### src/rtl/ctrl_fsm_trap_pkg.sv
// Shared encodings for the multi-cycle control FSM with trap support:
// state, instruction class, function, and datapath select codes.
package ctrl_fsm_trap_pkg;

    localparam int INST_TYPE_WIDTH = 4;
    localparam int ALU_COMP_WIDTH  = 3;
    localparam int FUNCT_WIDTH     = 4;

    localparam int ALU_COMP_EQ  = 0;
    localparam int ALU_COMP_LT  = 1;
    localparam int ALU_COMP_LTU = 2;

    typedef enum logic [2:0] {
        STATE_RESET, STATE_FETCH, STATE_DECODE, STATE_EXEC, STATE_MEM, STATE_TRAP
    } state_t;

    typedef enum logic [INST_TYPE_WIDTH-1:0] {
        INST_TYPE_IMM, INST_TYPE_INT_IMM, INST_TYPE_INT_REG, INST_TYPE_BRANCH,
        INST_TYPE_JAL, INST_TYPE_JALR, INST_TYPE_AUIPC, INST_TYPE_LOAD,
        INST_TYPE_STORE, INST_TYPE_FENCE
    } inst_type_t;

    // Integer ops and branch conditions share one decoded function field.
    typedef enum logic [FUNCT_WIDTH-1:0] {
        FUNCT_ADD, FUNCT_SUB, FUNCT_SLL, FUNCT_SLT, FUNCT_SLTU, FUNCT_XOR,
        FUNCT_SRL, FUNCT_SRA, FUNCT_OR, FUNCT_AND, FUNCT_EQ, FUNCT_NEQ,
        FUNCT_LT, FUNCT_GTE, FUNCT_LTU, FUNCT_GTEU
    } funct_t;

    typedef enum logic [3:0] {
        ALU_OP_NOP, ALU_OP_ADD, ALU_OP_SUB, ALU_OP_SLL, ALU_OP_SLT, ALU_OP_SLTU,
        ALU_OP_XOR, ALU_OP_SRL, ALU_OP_SRA, ALU_OP_OR, ALU_OP_AND
    } alu_op_t;

    typedef enum logic [1:0] {
        RD_DIN_SEL_IMM, RD_DIN_SEL_ALU, RD_DIN_SEL_MEM
    } rd_din_sel_t;

    typedef enum logic [2:0] {
        PC_NEXT_SEL_STALL, PC_NEXT_SEL_INCR, PC_NEXT_SEL_ADD_IMM,
        PC_NEXT_SEL_ADD_RS1_IMM, PC_NEXT_SEL_TRAP
    } pc_next_sel_t;

    typedef enum logic {
        ALU_DIN1_SEL_RS1, ALU_DIN1_SEL_PC
    } alu_din1_sel_t;

    typedef enum logic [1:0] {
        ALU_DIN2_SEL_IMM, ALU_DIN2_SEL_RS2, ALU_DIN2_SEL_CONST_4
    } alu_din2_sel_t;

    typedef enum logic [1:0] {
        TRAP_CAUSE_ILLEGAL, TRAP_CAUSE_FETCH_TIMEOUT, TRAP_CAUSE_MEM_TIMEOUT
    } trap_cause_t;

endpackage

### src/rtl/ctrl_fsm_trap_if.sv
// Control bundle between decoder/ALU/bus responses and the datapath muxes.
interface ctrl_fsm_trap_if
    import ctrl_fsm_trap_pkg::*;
#(
    parameter int INSTRET_WIDTH = 32
);
    inst_type_t                 inst_type;
    logic                       inst_valid;
    logic                       inst_illegal;
    logic [ALU_COMP_WIDTH-1:0]  alu_comp;
    funct_t                     funct;
    logic                       data_valid;
    logic                       inst_fetch;
    logic                       load_data;
    logic                       store_data;
    logic                       rd_en;
    logic                       rs1_en;
    logic                       rs2_en;
    rd_din_sel_t                rd_din_sel;
    pc_next_sel_t               pc_next_sel;
    alu_din1_sel_t              alu_din1_sel;
    alu_din2_sel_t              alu_din2_sel;
    alu_op_t                    alu_op;
    logic                       trap;
    trap_cause_t                trap_cause;
    logic [INSTRET_WIDTH-1:0]   instret;

    modport master (
        input  inst_type, inst_valid, inst_illegal, alu_comp, funct, data_valid,
        output inst_fetch, load_data, store_data, rd_en, rs1_en, rs2_en,
               rd_din_sel, pc_next_sel, alu_din1_sel, alu_din2_sel, alu_op,
               trap, trap_cause, instret
    );

    modport slave (
        output inst_type, inst_valid, inst_illegal, alu_comp, funct, data_valid,
        input  inst_fetch, load_data, store_data, rd_en, rs1_en, rs2_en,
               rd_din_sel, pc_next_sel, alu_din1_sel, alu_din2_sel, alu_op,
               trap, trap_cause, instret
    );
endinterface

### src/rtl/ctrl_wait_timer.sv
// Bus wait counter: cleared on every state change, saturating, and flags
// the cycle on which the selected limit would be reached.
module ctrl_wait_timer #(
    parameter int FETCH_TIMEOUT = 16,
    parameter int MEM_TIMEOUT   = 16
) (
    input  logic clk,
    input  logic rst,
    input  logic clear,
    input  logic inc,
    input  logic sel_mem,
    output logic timeout
);
    localparam int MAX_LIMIT = (FETCH_TIMEOUT > MEM_TIMEOUT) ? FETCH_TIMEOUT : MEM_TIMEOUT;
    localparam int CNT_WIDTH = (MAX_LIMIT > 0) ? $clog2(MAX_LIMIT + 1) : 1;
    localparam logic [CNT_WIDTH-1:0] CNT_MAX = '1;

    logic [CNT_WIDTH-1:0] count_reg;
    logic [31:0]          limit;

    assign limit = sel_mem ? 32'(MEM_TIMEOUT) : 32'(FETCH_TIMEOUT);

    // Fires on the last permitted wait cycle so the FSM leaves exactly at the limit.
    assign timeout = inc && (limit != 32'd0) && ((32'(count_reg) + 32'd1) == limit);

    always_ff @(posedge clk or negedge rst) begin
        if (!rst) begin
            count_reg <= '0;
        end else if (clear) begin
            count_reg <= '0;
        end else if (inc && (count_reg != CNT_MAX)) begin
            count_reg <= count_reg + CNT_WIDTH'(1);
        end
    end
endmodule

### src/rtl/ctrl_fsm_trap.sv
// Multi-cycle core control FSM (FETCH/DECODE/EXEC/MEM) with bus-timeout and
// illegal-instruction traps and a retired-instruction counter.
module ctrl_fsm_trap
    import ctrl_fsm_trap_pkg::*;
#(
    parameter int FETCH_TIMEOUT = 16,
    parameter int MEM_TIMEOUT   = 16,
    parameter int INSTRET_WIDTH = 32
) (
    input logic          clk,
    input logic          rst,
    ctrl_fsm_trap_if.master bus
);
    state_t                   state_reg, state_next;
    logic                     state_change_reg;
    logic [INSTRET_WIDTH-1:0] instret_reg;
    trap_cause_t              trap_cause_reg, trap_cause_next;
    logic                     retire;
    logic                     wait_inc;
    logic                     timeout;
    logic                     branch_taken;

    function automatic alu_op_t get_int_alu_op(input funct_t f);
        case (f)
            FUNCT_ADD:  return ALU_OP_ADD;
            FUNCT_SUB:  return ALU_OP_SUB;
            FUNCT_SLL:  return ALU_OP_SLL;
            FUNCT_SLT:  return ALU_OP_SLT;
            FUNCT_SLTU: return ALU_OP_SLTU;
            FUNCT_XOR:  return ALU_OP_XOR;
            FUNCT_SRL:  return ALU_OP_SRL;
            FUNCT_SRA:  return ALU_OP_SRA;
            FUNCT_OR:   return ALU_OP_OR;
            FUNCT_AND:  return ALU_OP_AND;
            default:    return ALU_OP_NOP;
        endcase
    endfunction

    // Kept outside the main comb block so timeout never feeds back into itself.
    assign wait_inc = ((state_reg == STATE_FETCH) && !bus.inst_valid) ||
                      ((state_reg == STATE_MEM)   && !bus.data_valid);

    ctrl_wait_timer #(
        .FETCH_TIMEOUT (FETCH_TIMEOUT),
        .MEM_TIMEOUT   (MEM_TIMEOUT)
    ) wait_timer (
        .clk     (clk),
        .rst     (rst),
        .clear   (state_next != state_reg),
        .inc     (wait_inc),
        .sel_mem (state_reg == STATE_MEM),
        .timeout (timeout)
    );

    always_comb begin
        case (bus.funct)
            FUNCT_EQ:   branch_taken =  bus.alu_comp[ALU_COMP_EQ];
            FUNCT_NEQ:  branch_taken = !bus.alu_comp[ALU_COMP_EQ];
            FUNCT_LT:   branch_taken =  bus.alu_comp[ALU_COMP_LT];
            FUNCT_GTE:  branch_taken = !bus.alu_comp[ALU_COMP_LT];
            FUNCT_LTU:  branch_taken =  bus.alu_comp[ALU_COMP_LTU];
            FUNCT_GTEU: branch_taken = !bus.alu_comp[ALU_COMP_LTU];
            default:    branch_taken = 1'b0;
        endcase
    end

    always_comb begin
        state_next       = state_reg;
        trap_cause_next  = trap_cause_reg;
        retire           = 1'b0;
        bus.inst_fetch   = 1'b0;
        bus.load_data    = 1'b0;
        bus.store_data   = 1'b0;
        bus.rd_en        = 1'b0;
        bus.rs1_en       = 1'b0;
        bus.rs2_en       = 1'b0;
        bus.rd_din_sel   = RD_DIN_SEL_IMM;
        bus.pc_next_sel  = PC_NEXT_SEL_STALL;
        bus.alu_din1_sel = ALU_DIN1_SEL_RS1;
        bus.alu_din2_sel = ALU_DIN2_SEL_IMM;
        bus.alu_op       = ALU_OP_NOP;
        bus.trap         = 1'b0;
        case (state_reg)
            STATE_RESET: state_next = STATE_FETCH;
            STATE_FETCH: begin
                bus.inst_fetch = state_change_reg;
                if (bus.inst_valid) begin
                    state_next = (bus.inst_type == INST_TYPE_JAL) ? STATE_EXEC : STATE_DECODE;
                end else if (timeout) begin
                    state_next      = STATE_TRAP;
                    trap_cause_next = TRAP_CAUSE_FETCH_TIMEOUT;
                end
            end
            STATE_DECODE: begin
                if (bus.inst_illegal) begin
                    state_next      = STATE_TRAP;
                    trap_cause_next = TRAP_CAUSE_ILLEGAL;
                end else begin
                    case (bus.inst_type)
                        INST_TYPE_IMM: begin
                            bus.rd_en       = 1'b1;
                            bus.rd_din_sel  = RD_DIN_SEL_IMM;
                            bus.pc_next_sel = PC_NEXT_SEL_INCR;
                            state_next      = STATE_FETCH;
                            retire          = 1'b1;
                        end
                        INST_TYPE_FENCE: begin
                            bus.pc_next_sel = PC_NEXT_SEL_INCR;
                            state_next      = STATE_FETCH;
                            retire          = 1'b1;
                        end
                        INST_TYPE_INT_REG, INST_TYPE_BRANCH, INST_TYPE_STORE: begin
                            bus.rs1_en = 1'b1;
                            bus.rs2_en = 1'b1;
                            state_next = STATE_EXEC;
                        end
                        INST_TYPE_INT_IMM, INST_TYPE_LOAD, INST_TYPE_JALR: begin
                            bus.rs1_en = 1'b1;
                            state_next = STATE_EXEC;
                        end
                        default: state_next = STATE_EXEC;
                    endcase
                end
            end
            STATE_EXEC: begin
                state_next = STATE_FETCH;
                retire     = 1'b1;
                case (bus.inst_type)
                    INST_TYPE_INT_IMM, INST_TYPE_INT_REG: begin
                        bus.alu_op       = get_int_alu_op(bus.funct);
                        bus.alu_din2_sel = (bus.inst_type == INST_TYPE_INT_REG) ?
                                           ALU_DIN2_SEL_RS2 : ALU_DIN2_SEL_IMM;
                        bus.rd_en        = 1'b1;
                        bus.rd_din_sel   = RD_DIN_SEL_ALU;
                        bus.pc_next_sel  = PC_NEXT_SEL_INCR;
                    end
                    INST_TYPE_BRANCH: begin
                        bus.alu_din2_sel = ALU_DIN2_SEL_RS2;
                        bus.pc_next_sel  = branch_taken ? PC_NEXT_SEL_ADD_IMM : PC_NEXT_SEL_INCR;
                    end
                    INST_TYPE_JAL, INST_TYPE_JALR: begin
                        bus.alu_op       = ALU_OP_ADD;
                        bus.alu_din1_sel = ALU_DIN1_SEL_PC;
                        bus.alu_din2_sel = ALU_DIN2_SEL_CONST_4;
                        bus.rd_en        = 1'b1;
                        bus.rd_din_sel   = RD_DIN_SEL_ALU;
                        bus.pc_next_sel  = (bus.inst_type == INST_TYPE_JAL) ?
                                           PC_NEXT_SEL_ADD_IMM : PC_NEXT_SEL_ADD_RS1_IMM;
                    end
                    INST_TYPE_AUIPC: begin
                        bus.alu_op       = ALU_OP_ADD;
                        bus.alu_din1_sel = ALU_DIN1_SEL_PC;
                        bus.rd_en        = 1'b1;
                        bus.rd_din_sel   = RD_DIN_SEL_ALU;
                        bus.pc_next_sel  = PC_NEXT_SEL_INCR;
                    end
                    INST_TYPE_LOAD, INST_TYPE_STORE: begin
                        bus.alu_op     = ALU_OP_ADD;
                        bus.load_data  = (bus.inst_type == INST_TYPE_LOAD)  && state_change_reg;
                        bus.store_data = (bus.inst_type == INST_TYPE_STORE) && state_change_reg;
                        state_next     = STATE_MEM;
                        retire         = 1'b0;
                    end
                    default: ;
                endcase
            end
            STATE_MEM: begin
                bus.alu_op = ALU_OP_ADD;
                if (bus.data_valid) begin
                    if (bus.inst_type == INST_TYPE_LOAD) begin
                        bus.rd_en      = 1'b1;
                        bus.rd_din_sel = RD_DIN_SEL_MEM;
                    end
                    bus.pc_next_sel = PC_NEXT_SEL_INCR;
                    state_next      = STATE_FETCH;
                    retire          = 1'b1;
                end else if (timeout) begin
                    state_next      = STATE_TRAP;
                    trap_cause_next = TRAP_CAUSE_MEM_TIMEOUT;
                end
            end
            STATE_TRAP: begin
                bus.trap        = 1'b1;
                bus.pc_next_sel = PC_NEXT_SEL_TRAP;
                state_next      = STATE_FETCH;
            end
            default: state_next = STATE_RESET;
        endcase
    end

    always_ff @(posedge clk or negedge rst) begin
        if (!rst) begin
            state_reg        <= STATE_RESET;
            state_change_reg <= 1'b0;
            instret_reg      <= '0;
            trap_cause_reg   <= TRAP_CAUSE_ILLEGAL;
        end else begin
            state_reg        <= state_next;
            state_change_reg <= (state_next != state_reg);
            trap_cause_reg   <= trap_cause_next;
            if (retire) begin
                instret_reg <= instret_reg + INSTRET_WIDTH'(1);
            end
        end
    end

    assign bus.instret    = instret_reg;
    assign bus.trap_cause = trap_cause_reg;
endmodule

### src/flat_wrapper.sv
// flat-port wrapper written by rule: the top's interface ports become plain ports
module ctrl_fsm_trap_flat import ctrl_fsm_trap_pkg::*;
#(
    parameter int FETCH_TIMEOUT = 16,
    parameter int MEM_TIMEOUT   = 16,
    parameter int INSTRET_WIDTH = 32
)
  (clk, rst, bus_inst_type, bus_inst_valid, bus_inst_illegal, bus_alu_comp, bus_funct, bus_data_valid, bus_inst_fetch, bus_load_data, bus_store_data, bus_rd_en, bus_rs1_en, bus_rs2_en, bus_rd_din_sel, bus_pc_next_sel, bus_alu_din1_sel, bus_alu_din2_sel, bus_alu_op, bus_trap, bus_trap_cause, bus_instret);
  ctrl_fsm_trap_if #(.INSTRET_WIDTH(INSTRET_WIDTH)) bus_i ();
  input logic clk;
  input logic rst;
  input wire logic [$bits(bus_i.inst_type)-1:0] bus_inst_type;
  input wire logic [$bits(bus_i.inst_valid)-1:0] bus_inst_valid;
  input wire logic [$bits(bus_i.inst_illegal)-1:0] bus_inst_illegal;
  input wire logic [$bits(bus_i.alu_comp)-1:0] bus_alu_comp;
  input wire logic [$bits(bus_i.funct)-1:0] bus_funct;
  input wire logic [$bits(bus_i.data_valid)-1:0] bus_data_valid;
  output wire logic [$bits(bus_i.inst_fetch)-1:0] bus_inst_fetch;
  output wire logic [$bits(bus_i.load_data)-1:0] bus_load_data;
  output wire logic [$bits(bus_i.store_data)-1:0] bus_store_data;
  output wire logic [$bits(bus_i.rd_en)-1:0] bus_rd_en;
  output wire logic [$bits(bus_i.rs1_en)-1:0] bus_rs1_en;
  output wire logic [$bits(bus_i.rs2_en)-1:0] bus_rs2_en;
  output wire logic [$bits(bus_i.rd_din_sel)-1:0] bus_rd_din_sel;
  output wire logic [$bits(bus_i.pc_next_sel)-1:0] bus_pc_next_sel;
  output wire logic [$bits(bus_i.alu_din1_sel)-1:0] bus_alu_din1_sel;
  output wire logic [$bits(bus_i.alu_din2_sel)-1:0] bus_alu_din2_sel;
  output wire logic [$bits(bus_i.alu_op)-1:0] bus_alu_op;
  output wire logic [$bits(bus_i.trap)-1:0] bus_trap;
  output wire logic [$bits(bus_i.trap_cause)-1:0] bus_trap_cause;
  output wire logic [$bits(bus_i.instret)-1:0] bus_instret;
  assign bus_i.inst_type = bus_inst_type;
  assign bus_i.inst_valid = bus_inst_valid;
  assign bus_i.inst_illegal = bus_inst_illegal;
  assign bus_i.alu_comp = bus_alu_comp;
  assign bus_i.funct = bus_funct;
  assign bus_i.data_valid = bus_data_valid;
  assign bus_inst_fetch = bus_i.inst_fetch;
  assign bus_load_data = bus_i.load_data;
  assign bus_store_data = bus_i.store_data;
  assign bus_rd_en = bus_i.rd_en;
  assign bus_rs1_en = bus_i.rs1_en;
  assign bus_rs2_en = bus_i.rs2_en;
  assign bus_rd_din_sel = bus_i.rd_din_sel;
  assign bus_pc_next_sel = bus_i.pc_next_sel;
  assign bus_alu_din1_sel = bus_i.alu_din1_sel;
  assign bus_alu_din2_sel = bus_i.alu_din2_sel;
  assign bus_alu_op = bus_i.alu_op;
  assign bus_trap = bus_i.trap;
  assign bus_trap_cause = bus_i.trap_cause;
  assign bus_instret = bus_i.instret;
  ctrl_fsm_trap #(.FETCH_TIMEOUT(FETCH_TIMEOUT), .MEM_TIMEOUT(MEM_TIMEOUT), .INSTRET_WIDTH(INSTRET_WIDTH)) u_core (.clk(clk), .rst(rst), .bus(bus_i));
endmodule
### config.mk
export PLATFORM = sky130hd
export DESIGN_NAME = ctrl_fsm_trap_flat
export DESIGN_NICKNAME = d
export VERILOG_FILES = /design/src/rtl/ctrl_fsm_trap_pkg.sv /design/src/rtl/ctrl_fsm_trap_if.sv /design/src/rtl/ctrl_wait_timer.sv /design/src/rtl/ctrl_fsm_trap.sv /design/src/flat_wrapper.sv
export SDC_FILE = /design/constraint.sdc
export NUM_CORES = 1
export LEC_CHECK = 0
export CAP_MARGIN = 20
export CORE_UTILIZATION = 37
export DETAILED_ROUTE_END_ITERATION = 10
export MAX_ROUTING_LAYER = met4
export PLACE_DENSITY_LB_ADDON = 0.12
export SLEW_MARGIN = 20
export SYNTH_ARGS = -nofsm -noshare
export SYNTH_HDL_FRONTEND = slang
export SYNTH_SLANG_ARGS = --single-unit
### constraint.sdc
create_clock -name clk -period 2.1 [get_ports clk]
set_clock_uncertainty 0.2 [all_clocks]
set_input_delay 0.42 -clock clk [delete_from_list [all_inputs] [get_ports clk]]
set_output_delay 0.42 -clock clk [all_outputs]
set_load 0.05 [all_outputs]
Word level (Yosys, flattened, before mapping)

Memory sizes are Yosys's and may differ from the RTL's.
Index checks and enable logic that the tools add are counted.

Reduce and logical (&&, ||, !) cells: 28
Equal/unequal tests: 28
$add $sub $neg: 3
Muxes and demuxes: 58

Operator list:

| kind                                           | number |
|---|---|
| adder 32 x 1 -> 32 bit (second input constant) | 1 |
| == test 4 bit (second input constant)          | 8 |
| two-way mux 1 bit                              | 29 |
| two-way mux 2 bit                              | 10 |
| two-way mux 3 bit                              | 6 |
| == test 4 x 3 -> 1 bit (second input constant) | 4 |
| case mux 4 bit (2 select lines)                | 2 |
| case mux 3 bit (5 select lines)                | 1 |
| case mux 2 bit (3 select lines)                | 2 |
| case mux 3 bit (4 select lines)                | 1 |
| two-way mux 5 bit                              | 2 |
| OR reduction 2 bit                             | 5 |
| OR reduction 5 bit                             | 2 |
| case mux 3 bit (3 select lines)                | 1 |
| OR reduction 3 bit                             | 3 |
| == test 4 x 2 -> 1 bit (second input constant) | 2 |
| adder 5 x 1 -> 6 bit (second input constant)   | 1 |
| == test 3 x 2 -> 1 bit (second input constant) | 2 |
| == test 3 bit (second input constant)          | 2 |
| == test 6 x 5 -> 1 bit (second input constant) | 1 |
| logical AND 1 bit                              | 6 |
| != test 2 bit (second input constant)          | 3 |
| case mux 1 bit (3 select lines)                | 2 |
| case mux 1 bit (6 select lines)                | 1 |
| other kinds (15)                               | 20 |

Memories: 1
Input port bits: 16
ROM bits: 64
Logic and storage cells: 123
Output and inout bits: 53
Register bits after elaboration: 43

Memories:

| memory          | words | width | rd ports | clocked after Yosys merged registers in | wr ports | RTL line            | source |
|---|---|---|---|---|---|---|---|
| (no name shown) | 16    | 4     | 1        | 0                                       | 0        | ctrl_fsm_trap.sv:24 | `case (f)` |

Logic depth before layout (Yosys ltp)

Depth in word-level cells: 9
Depth in mapped cells: 8
Mapped depth without buffers: 8

Hierarchy

Synthesis repeated with hierarchy kept, for this count alone.

Cells, all modules: 305
Area total of the unflattened synthesis: 2,817.7 um^2

By module, submodules not included:

| module          | area each (um^2) | instances | sequential area each (um^2) | cells each |
|---|---|---|---|---|
| ctrl_fsm_trap   | 2,506.2          | 1         | 950.9                       | 273 |
| ctrl_wait_timer | 311.5            | 1         | 125.1                       | 32 |

Worst setup path before layout

No wires, ideal clock.

Path kind: register to output
Start: register u_core.state_reg[1]
End: output bus_rd_en
Data required time: 1,480 ps
Data arrival time: 2,672 ps
Setup slack: -1,192 ps
Buffers on the path: 1
Stages on the path, launching flop included: 6
Cells stage by stage: dfrtp_1 clkbuf_1 and3b_1 nand2_1 nor3_1 o21bai_1

Cells in the longest elaborated chain, start to end: 2
Elaborated cells between the ends (all ways): 4
Classes of those cells: 3 x eq/ne; 1 x mux

RTL lines:

| element                                                 | RTL line             | source |
|---|---|---|
| from (decl)                                             | ctrl_fsm_trap.sv:14  | `state_t state_reg, state_next;` |
| from (signal assigned)                                  | ctrl_fsm_trap.sv:198 | `state_reg <= state_next;` |
| == test 3 bit or == test 3 x 2 -> 1 bit (tied branches) | ctrl_fsm_trap.sv:83  | `case (state_reg)` |
| case mux 1 bit (3 select lines) *                       | ctrl_fsm_trap.sv:83  |  |
| to (decl)                                               | flat_wrapper.sv:21   | `output wire logic [$bits(bus_i.rd_en)-1:0] bus_rd_en;` |

Mark *: on every way between the ends. The rest lies on a longest branch, timed or not.

Final worst setup path

Start: register u_core.state_reg[2]
End: output bus_rd_en

The elaborated chain is that of the path after synthesis.

==> reports/metrics.csv <==
metric;value;unit
fmax;0.401;GHz
Total GRT Usage;0.233;
DR iter-0 viols;127;
commonest cells after routing, fill and taps aside;buf_4 (85), dfrtp_1 (33), buf_6 (25), xor2_1 (23), buf_12 (22);
dpl ws;-929;ps
Design Area, Final;0.00496;mm²
Reg2Reg Depth;9;
final hold slack;267;ps
Pleak;2.33;nW
post-route ant nets;0;
max reg flops;32;
DRC viols;0;
pin slew with the least headroom to its limit;545;ps
Worst Hold Class;flop to flop;
drt via density;5.20;
worst skew pair latency;300;ps
Setup crit start kind;flop;
Die Y;87.9;µm
Yosys warning count;0;
final worst path period share;1.19;
TNS Setup;-14710;ps
number of global-route vias before repair;2817;
worst endpoint data arrival time;1880;ps
most common cell after layout, fill and taps aside;buf_4;
RePlAce Congestion;0.925;
Slew Limit Fails;0;
MaxCap Viol Count;0;
H-tree depth;2;
#FFs+latches synth;43;
Core ar.;0.00694;mm²
initial antenna violation count;0;
RSZ-0062 raised after global routing;yes;
worst-path maximum fanout;3;
Die X;87.9;µm
sequential share of the synthesized area;0.394;
Avg Cell Area, Syn;9.12;µm²
I/O Pins;69;
Final Hold Fails;0;
CP endpoint kind;primary output;
ys flop type;dfrtp_1;
Initial Util;0.393;
minimum clock period;2500;ps
Antenna Cells;0;
endpoints failing setup;55;
fin worst setup slack;-396;ps
Netlist Area Pre-Place;0.00273;mm²
Area after DPL;0.00433;mm²
Async S/R FF share, synth;1.00;
CTS root buffer;clkbuf_8;
Nets;466;
Pre-antenna DRT Iters;4;
violated checks;setup timing;
synth top area cells;dfrtp_1 (39%), xor2_1 (7.4%), xnor2_1 (4.5%);
Slew headroom;0.637;
total grt overflow;0;
PortBufs;68;
Die ar.;0.00772;mm²
Vias;2800;
Setup Crit Path Kind;flop to primary output;
Max Buffers Root-to-Sink;2;
Max IR drop VDD;724;µV
first-pass GRT wire length;13500;µm
cell taking the most area after synthesis;dfrtp_1;
clk slew on worst S/H paths;80;ps
pwr/cell area;769;mW/mm²
Hold Path Stages;1;
clk sinks;43;
Mapped Nets;324;
largest net degree at the start of global routing;23;
Pwr Total;3.82;mW
Syn-to-layout area delta;82.0;%
WL/cell;15.3;µm
count of flip-flops with a built-in enable after synthesis;0;
# rows;30;
total wire length;8230;µm
Syn Inst Count;299;
Final HPWL DP;5870;µm
Worst EP required;1480;ps
CTS tree;built;
Unique masters post-synth;54;
Synth top area share;0.394;
Inserted Clock Buffers;5;
layout cells sized above 1;0.541;
outcome;finished with violations;
## area by class of cell
type	count	area (µm²)
Inverter	14	61.3
Fill cell	492	1980
Multi-Input combinational cell	231	2120
Sequential cell	43	1090
Tap cell	96	120
Clock buffer	6	72.6
Timing Repair Buffer	146	1490
Clock inverter	2	12.5
## metrics by stage
step	std cells	utilization
2_1_floorplan	299	-
3_3_place_gp	513	0.624
3_5_place_dp	513	0.624
4_1_cts	530	0.683
5_1_grt	538	0.715
6_report	538	0.715
## Yosys cell counts (2+ instances only)
master,count
dfrtp_1,43
and3_1,7
nand4_1,12
nor4_1,7
mux2i_1,6
xor2_1,23
nand3b_1,4
nor3_2,5
or2_2,2
nand3_1,17
a31oi_1,5
o22ai_1,2
a21oi_1,6
clkbuf_1,8
ha_1,9
nand2b_1,3
and2_1,5
or3_1,3
nor3_1,18
nand4bb_1,2
nand2_1,21
xnor2_1,14
nor2_1,27
inv_1,14
nor3b_1,2
o21ai_0,6
## report_power, final
part           switching, mW  leakage, nW  total, mW  internal [mW]
combinational           1.22         1.76       2.26           1.04
sequential             0.116        0.526       1.04          0.921
clock                  0.286       0.0412      0.518          0.233
## logic make-up (layout without fill, tap and decap cells)
family,count (synthesis),count (layout),share of synthesized area
AND/OR/NAND/NOR,143,144,0.289
adder cells (fa/ha/maj),9,9,0.0413
multiplexers,7,7,0.0261
XOR/XNOR,37,37,0.119
AO/OA/AOI/OAI,34,34,0.0895
flip-flops,43,43,0.394
buffers and inverters,26,168,0.0404
## timing repair
action / CTS / global route
hold buffers: 1 / 0
cloned: 1 / 0
setup endpoints to repair: 54 / 58
resized for setup: 79 / 40
endpoints found under the hold margin: 21 / 0
setup buffers: 7 / 8
pin swaps: 46 / 22
## worst max-delay path, cell delays in order (launching register included)
cell and delay (ps):
dfrtp_1 410, buf_6 130, buf_6 110, and3b_2 290
nand2_4 80, buf_6 140, nor3_4 130, o21bai_4 160
buf_12 150
## per-layer routing
metal	routed length (µm)	vias to the layer above	global-route usage
li1	-	1352	-
met1	3470	1361	0.282
met2	4340	68	0.401
met3	241	19	0.0349
met4	176	0	0.0641
met5	0	-	-
## final timing paths
kind / slack, ps / start / to
max reg2reg: -390 / u_core.state_reg[2]$_DFF_PN0_ / u_core.wait_timer.count_reg[4]$_DFFE_PN0P_
max in group asynchronous: 730 / rst / u_core.bus.instret[12]$_DFFE_PN0P_
min reg2reg: 270 / u_core.bus.instret[31]$_DFFE_PN0P_ / u_core.bus.instret[31]$_DFFE_PN0P_
min: 270 / u_core.bus.instret[31]$_DFFE_PN0P_ / u_core.bus.instret[31]$_DFFE_PN0P_
min in group asynchronous: 440 / rst / u_core.bus.instret[22]$_DFFE_PN0P_
max: -400 / u_core.state_reg[2]$_DFF_PN0_ / bus_rd_en
No activity file was read; power rests on OpenSTA's default activity.
